--- src/rtl/mem_access_pkg.sv ---
// mem_access_pkg
//   Shared widths and bus-FSM state encoding for the memory-access stage.
package mem_access_pkg;

   localparam int ADDR  = 32;   // pc / data-memory address width
   localparam int W_OPR = 32;   // operand / result / data width
   localparam int W_RD  = 5;    // destination register index width

   typedef enum logic [1:0] {
      ST_IDLE  = 2'd0,
      ST_BUSY  = 2'd1,
      ST_DRAIN = 2'd2
   } bus_state_e;

endpackage

--- src/rtl/mem_access_bus_fsm.sv ---
// mem_access_bus_fsm
//   Data-memory side of the stage: request latches, timeout counter and the
//   completion buffer used when writeback is stalled at ack time.
//
//   state | meaning
//   IDLE  | no access outstanding, stage may accept
//   BUSY  | dmem_req_o high, waiting for ack or timeout
//   DRAIN | access finished, result parked until output register is free
//
// Ports
//   i_start, i_start_we/addr/wdata : launch an access (only sampled in IDLE)
//   i_out_free                     : output register can be loaded this cycle
//   i_dmem_ack, i_dmem_rdata       : memory completion
//   o_busy                         : state != IDLE
//   o_done_pulse                   : load output register now
//   o_timeout_pulse                : access aborted this cycle
//   o_done_wb, o_done_data         : write-enable qualifier / data for writeback
//   o_dmem_req/we/addr/wdata       : memory request port
module mem_access_bus_fsm
   import mem_access_pkg::*;
#(
   parameter int MEM_TIMEOUT = 255
) (
   input  logic             clk,
   input  logic             reset,
   input  logic             i_start,
   input  logic             i_start_we,
   input  logic [ADDR-1:0]  i_start_addr,
   input  logic [W_OPR-1:0] i_start_wdata,
   input  logic             i_out_free,
   input  logic             i_dmem_ack,
   input  logic [W_OPR-1:0] i_dmem_rdata,
   output logic             o_busy,
   output logic             o_done_pulse,
   output logic             o_timeout_pulse,
   output logic             o_done_wb,
   output logic [W_OPR-1:0] o_done_data,
   output logic             o_dmem_req,
   output logic             o_dmem_we,
   output logic [ADDR-1:0]  o_dmem_addr,
   output logic [W_OPR-1:0] o_dmem_wdata
);

   localparam int CW = $clog2(MEM_TIMEOUT + 1);

   bus_state_e       r_state, w_state_nxt;
   logic [CW-1:0]    r_cnt;
   logic             r_we;
   logic [ADDR-1:0]  r_addr;
   logic [W_OPR-1:0] r_wdata;
   logic [W_OPR-1:0] r_buf_data;
   logic             r_buf_wb;
   logic             w_cnt_hit;
   logic             w_done;
   logic             w_timeout;

   // Last permitted BUSY cycle; an ack arriving here still wins.
   assign w_cnt_hit = (r_cnt == CW'(MEM_TIMEOUT - 1));

   always_ff @(posedge clk or negedge reset) begin
      if (!reset) r_state <= ST_IDLE;
      else        r_state <= w_state_nxt;
   end

   always_comb begin
      w_state_nxt = r_state;
      w_done      = 1'b0;
      w_timeout   = 1'b0;
      case (r_state)
         ST_IDLE: begin
            if (i_start) w_state_nxt = ST_BUSY;
         end
         ST_BUSY: begin
            if (i_dmem_ack || w_cnt_hit) begin
               w_timeout = !i_dmem_ack;
               if (i_out_free) begin
                  w_done      = 1'b1;
                  w_state_nxt = ST_IDLE;
               end else begin
                  w_state_nxt = ST_DRAIN;
               end
            end
         end
         ST_DRAIN: begin
            if (i_out_free) begin
               w_done      = 1'b1;
               w_state_nxt = ST_IDLE;
            end
         end
         default: w_state_nxt = ST_IDLE;
      endcase
   end

   always_ff @(posedge clk or negedge reset) begin
      if (!reset) begin
         r_cnt      <= '0;
         r_we       <= 1'b0;
         r_addr     <= '0;
         r_wdata    <= '0;
         r_buf_data <= '0;
         r_buf_wb   <= 1'b0;
      end else if (r_state == ST_IDLE) begin
         if (i_start) begin
            r_cnt   <= '0;
            r_we    <= i_start_we;
            r_addr  <= i_start_addr;
            r_wdata <= i_start_wdata;
         end
      end else if (r_state == ST_BUSY) begin
         r_cnt <= r_cnt + 1'b1;
         // Buffer is written on every completion; it is only read from DRAIN.
         if (i_dmem_ack) begin
            r_buf_data <= i_dmem_rdata;
            r_buf_wb   <= !r_we;
         end else if (w_cnt_hit) begin
            r_buf_data <= '0;
            r_buf_wb   <= 1'b0;
         end
      end
   end

   assign o_busy          = (r_state != ST_IDLE);
   assign o_done_pulse    = w_done;
   assign o_timeout_pulse = w_timeout;
   assign o_done_wb       = (r_state == ST_DRAIN) ? r_buf_wb : (i_dmem_ack & !r_we);
   assign o_done_data     = (r_state == ST_DRAIN) ? r_buf_data : i_dmem_rdata;
   assign o_dmem_req      = (r_state == ST_BUSY);
   assign o_dmem_we       = r_we;
   assign o_dmem_addr     = r_addr;
   assign o_dmem_wdata    = r_wdata;

endmodule

--- src/rtl/mem_access.sv ---
// mem_access
//   Memory-access pipeline stage between execute and writeback. ALU results
//   pass through in one cycle; loads/stores go out on the req/ack port.
//
// Ports
//   clk, reset (async, active low)
//   v_i/stall_o, pc_i, result_i, wb_r_i, wb_i, mem_read_i, mem_write_i,
//   mem_data_i                                  : from execute
//   dmem_req_o/we_o/addr_o/wdata_o, dmem_ack_i, dmem_rdata_i : data memory
//   v_o/stall_i, pc_o, wb_r_o, wb_o, wb_data_o  : to writeback
//   err_o                                       : sticky bus-timeout flag
module mem_access
   import mem_access_pkg::*;
#(
   parameter int MEM_TIMEOUT = 255
) (
   input  logic             clk,
   input  logic             reset,
   input  logic             v_i,
   output logic             stall_o,
   input  logic [ADDR-1:0]  pc_i,
   input  logic [W_OPR-1:0] result_i,
   input  logic [W_RD-1:0]  wb_r_i,
   input  logic             wb_i,
   input  logic             mem_read_i,
   input  logic             mem_write_i,
   input  logic [W_OPR-1:0] mem_data_i,
   output logic             dmem_req_o,
   output logic             dmem_we_o,
   output logic [ADDR-1:0]  dmem_addr_o,
   output logic [W_OPR-1:0] dmem_wdata_o,
   input  logic             dmem_ack_i,
   input  logic [W_OPR-1:0] dmem_rdata_i,
   output logic             v_o,
   input  logic             stall_i,
   output logic [ADDR-1:0]  pc_o,
   output logic [W_RD-1:0]  wb_r_o,
   output logic             wb_o,
   output logic [W_OPR-1:0] wb_data_o,
   output logic             err_o
);

   logic             r_v, r_wb, r_err;
   logic [ADDR-1:0]  r_pc;
   logic [W_RD-1:0]  r_wb_r;
   logic [W_OPR-1:0] r_data;
   logic [ADDR-1:0]  r_pc_l;
   logic [W_RD-1:0]  r_wb_r_l;
   logic             r_wb_l;

   logic             w_out_free, w_accept, w_is_mem, w_start;
   logic             w_busy, w_done, w_timeout, w_done_wb;
   logic [W_OPR-1:0] w_done_data;

   assign w_out_free = !r_v | !stall_i;
   assign stall_o    = w_busy | (r_v & stall_i);
   assign w_accept   = v_i & !stall_o;
   assign w_is_mem   = mem_read_i | mem_write_i;
   assign w_start    = w_accept & w_is_mem;

   // mem_write_i alone decides direction, so read+write behaves as a store.
   mem_access_bus_fsm #(.MEM_TIMEOUT(MEM_TIMEOUT)) u_bus (
      .clk             (clk),
      .reset           (reset),
      .i_start         (w_start),
      .i_start_we      (mem_write_i),
      .i_start_addr    (result_i[ADDR-1:0]),
      .i_start_wdata   (mem_data_i),
      .i_out_free      (w_out_free),
      .i_dmem_ack      (dmem_ack_i),
      .i_dmem_rdata    (dmem_rdata_i),
      .o_busy          (w_busy),
      .o_done_pulse    (w_done),
      .o_timeout_pulse (w_timeout),
      .o_done_wb       (w_done_wb),
      .o_done_data     (w_done_data),
      .o_dmem_req      (dmem_req_o),
      .o_dmem_we       (dmem_we_o),
      .o_dmem_addr     (dmem_addr_o),
      .o_dmem_wdata    (dmem_wdata_o)
   );

   always_ff @(posedge clk or negedge reset) begin
      if (!reset) begin
         r_pc_l   <= '0;
         r_wb_r_l <= '0;
         r_wb_l   <= 1'b0;
      end else if (w_start) begin
         r_pc_l   <= pc_i;
         r_wb_r_l <= wb_r_i;
         r_wb_l   <= wb_i;
      end
   end

   always_ff @(posedge clk or negedge reset) begin
      if (!reset) begin
         r_v    <= 1'b0;
         r_pc   <= '0;
         r_wb_r <= '0;
         r_wb   <= 1'b0;
         r_data <= '0;
      end else if (w_out_free) begin
         if (w_done) begin
            r_v    <= 1'b1;
            r_pc   <= r_pc_l;
            r_wb_r <= r_wb_r_l;
            r_wb   <= r_wb_l & w_done_wb;
            r_data <= w_done_wb ? w_done_data : '0;
         end else if (w_accept && !w_is_mem) begin
            r_v    <= 1'b1;
            r_pc   <= pc_i;
            r_wb_r <= wb_r_i;
            r_wb   <= wb_i;
            r_data <= result_i;
         end else begin
            r_v    <= 1'b0;
         end
      end
   end

   always_ff @(posedge clk or negedge reset) begin
      if (!reset)         r_err <= 1'b0;
      else if (w_timeout) r_err <= 1'b1;
   end

   assign v_o       = r_v;
   assign pc_o      = r_pc;
   assign wb_r_o    = r_wb_r;
   assign wb_o      = r_wb;
   assign wb_data_o = r_data;
   assign err_o     = r_err;

endmodule

--- config.mk ---
export PLATFORM = sky130hd
export DESIGN_NAME = mem_access
export DESIGN_NICKNAME = d
export VERILOG_FILES = /design/src/rtl/mem_access_pkg.sv /design/src/rtl/mem_access_bus_fsm.sv /design/src/rtl/mem_access.sv
export SDC_FILE = /design/constraint.sdc
export NUM_CORES = 1
export LEC_CHECK = 0
export BUFFER_PORTS_ARGS = -buffer_cell sky130_fd_sc_hd__clkbuf_2
export CAP_MARGIN = 10
export CORE_MARGIN = 2
export CORE_UTILIZATION = 43
export DETAILED_ROUTE_END_ITERATION = 10
export PLACE_DENSITY = 0.71
export SLEW_MARGIN = 20
export SYNTH_ARGS = -nofsm -noshare
export SYNTH_HDL_FRONTEND = slang
export SYNTH_SLANG_ARGS = --single-unit
--- constraint.sdc ---
create_clock -name clk -period 1.8 [get_ports clk]
set_input_delay 0.09 -clock clk [delete_from_list [all_inputs] [get_ports clk]]
set_output_delay 0.09 -clock clk [all_outputs]
set_load 0.01 [all_outputs]
==> results.cfg <==
[run_status]
outcome = complete, but fails checks
violations = negative setup slack

[sta]
rsz0062_at_grt = yes
fin_skew_ps = 7.09
tightestPinTransition_ps = 395
setup_viol = 1
min_period_ps = 1800
hold_viol = 0
setup_ws_ps = -1.15
fin_crit_sh = 1.00
maxSlewViolCount = 0
max_freq_ghz = 0.555
slew_headroom = 0.733

[floorplanning]
row_count = 55
dieArea_um2 = 24100
coreArea_um2 = 22600
num_io_pins = 280
die_w_um = 155
start_util = 0.437
die_h_um = 155

[synthesis]
ys_seq_elements = 218
ys_types = 43
synth_fp_nets = 814
synth_flop_cell = dfrtp_1
syn_area_um2 = 9860
yosys_warnings = 0
synth_cells = 667
synth_edf_count = 0
syn-mean-instance-area_um2 = 14.8
synth_seq_area_share = 0.554
async_flop_share = 1.00

[cts]
clock_path_buffers = 3
htreeDepth = 1
cts_tree = done
numCtsBuffers = 25
clk_pin_slew_worst_paths_ps = 60
cts_sinks = 218
cts_root_buf = clkbuf_16
worstSkewPairLatency_ps = 510

[route]
wl_met1_um = 10500
wire_per_inst_um = 17.8
drt-initial-drc-count = 297
wl_met3_um = 1570
route.vias.total = 7114
wirelength_um = 25400
vias_per_cell = 4.99
top_layer_used = met4
ant_nets = 0
met2_length_um = 12900
drc_errors = 0
drt_first_pass_iters = 4

[critical_path]
path_class = reg2reg
rr_worst_depth = 6
r2r_slack_ps = -1
crit_path_max_fanout = 7
worstPathArrival_ps = 2200
worstPathRequired_ps = 2190
crit_path_end_kind = flip-flop
start_kind = flip-flop
reg2reg_to = pc_o[22]$_DFFE_PN0P_
reg2reg_from = u_bus.r_state[1]$_DFFE_PN0P_

[placed_design]
place_ws_ps = 6.06
dpl.hpwl_um = 15800
place_area_um2 = 11900
io_buffers = 279
dp_cells = 1239
gp_congestion = 0.768

[cells_and_area]
nNetsFinal = 1274
final_cell_mix = clkbuf_2, dfrtp_1, dlygate4sd3_1, mux2_2, mux2i_1
final_util = 0.629
syn2layout_area_growth_pct = 44.0
nFillCells = 1678
drive_gt1_frac = 0.502
stdcell_count = 1426
design_area_um2 = 14200
n_antenna_cell = 0
layout_commonest_cell = clkbuf_2

[grt]
track_usage = 0.209
grt_start_max_net_pins = 52
grt_pass1_vias = 7933
grt_overflow = 0
antenna_found_initial = 0
grt_pass1_wl_um = 41000

[flow_run]
cap_violations = 0

[pwr]
powerDensity_nw_per_um2 = 1610
leakagePower_nw = 6.95
ir_drop_mv = 0.981

[worst_hold_path]
hold_class = in2async
[critical path, stage by stage (launching register included)]
cell	delay, ps
dfrtp_1	380
inv_2	100
ha_2	190
o21a_1	140
o311a_4	360
buf_4	210
mux2_4	300
[cell families (layout without fill, tap and decap cells)]
logic type      Yosys count  count (layout)  share of synthesized area
fa+ha+maj                 6               6                    0.00762
simple gates             72              72                     0.0367
xor+xnor                  6               6                    0.00533
buf+inv                  47             521                     0.0353
compound gates           41              41                     0.0362
mux                     277             277                      0.325
flops                   218             218                      0.554
[through the flow]
step	setup TNS, ps	hold slack (ps)	total power, mW
after CTS	-30.1	82.6	22.7
after floorplan	0	-206	14.2
after global routing	-1530	91.4	24.2
final	-1.15	81.0	22.8
after global placement	0	23.2	17.2
after detailed placement	0	26.3	17.6
[layer usage]
layer,global-route usage,vias up
li1,-,3313
met5,0,-
met3,0.0443,35
met4,0.0481,0
met1,0.259,3523
met2,0.373,243
[flip-flops by register name, indices dropped and copies added (netlist names), 5 cells and up]
| signal | flops |
|---|---|
| u_bus.r_buf_data | 32 |
| wb_data_o | 32 |
| u_bus.r_cnt | 8 |
| wb_r_o | 5 |
| u_bus.o_dmem_wdata | 32 |
| pc_o | 32 |
| u_bus.o_dmem_addr | 32 |
| r_pc_l | 32 |
| r_wb_r_l | 5 |
[cell usage after synthesis (3+ instances only)]
| master | n | area, um^2 |
|---|---|---|
| nand2_1 | 39 | 146 |
| dfrtp_1 | 218 | 5460 |
| nor2_1 | 8 | 30.0 |
| a22o_1 | 32 | 280 |
| mux2_1 | 23 | 259 |
| ha_1 | 6 | 75.1 |
| buf_4 | 9 | 67.6 |
| inv_1 | 6 | 22.5 |
| mux2i_1 | 68 | 681 |
| nand4_1 | 4 | 25.0 |
| mux2_4 | 46 | 691 |
| xnor2_1 | 3 | 26.3 |
| buf_12 | 3 | 60.1 |
| buf_1 | 3 | 11.3 |
| clkbuf_1 | 6 | 22.5 |
| buf_6 | 7 | 78.8 |
| buf_2 | 11 | 55.1 |
| mux2_2 | 140 | 1580 |
| xor2_1 | 3 | 26.3 |
| nand3_1 | 5 | 25.0 |
[how the worst max path moves through the flow]
stage                     cells past startpoint                                 end                         start  slack, ps
final                                         6                pc_o[22]$_DFFE_PN0P_  u_bus.r_state[1]$_DFFE_PN0P_         -1
after global placement                        6               wb_r_o[1]$_DFFE_PN0P_  u_bus.r_state[1]$_DFFE_PN0P_         30
after CTS                                     6                pc_o[30]$_DFFE_PN0P_  u_bus.r_state[1]$_DFFE_PN0P_        -20
after detailed placement                      7  u_bus.o_dmem_wdata[16]$_DFFE_PN0P_  u_bus.r_state[1]$_DFFE_PN0P_          6
after floorplan                               7                 pc_o[4]$_DFFE_PN0P_  u_bus.r_state[0]$_DFFE_PN0P_          3
after global routing                          6                pc_o[22]$_DFFE_PN0P_  u_bus.r_state[0]$_DFFE_PN0P_        -50
[final cells by class]
class	instances	area (um^2)	share of cell area
multi-input cells	402	4110	0.290
well taps	285	357	0.0251
inverters	6	22.5	0.00159
flip-flops and latches	218	5460	0.384
clock inverters	8	73.8	0.00520
clock buffers	33	676	0.0476
repair buffers	474	3500	0.246
[where the power goes]
part           switching (mW)  total [mW]  internal [mW]  leakage (nW)
Combinational            4.18        9.61           5.44          3.93
Clock                    1.95        4.71           2.76         0.364
Sequential               1.27        8.52           7.25          2.65
[repair_timing]
action                     4_1_cts  5_1_grt
hold endpoints to repair       427        0
hold buffers                   141        0
cloned                           0        2
setup buffers                    1        2
resized for setup                1       10
pin swaps                        1        2
setup endpoints to repair        5      169
Note: power is estimated with default switching activity, not from simulation.
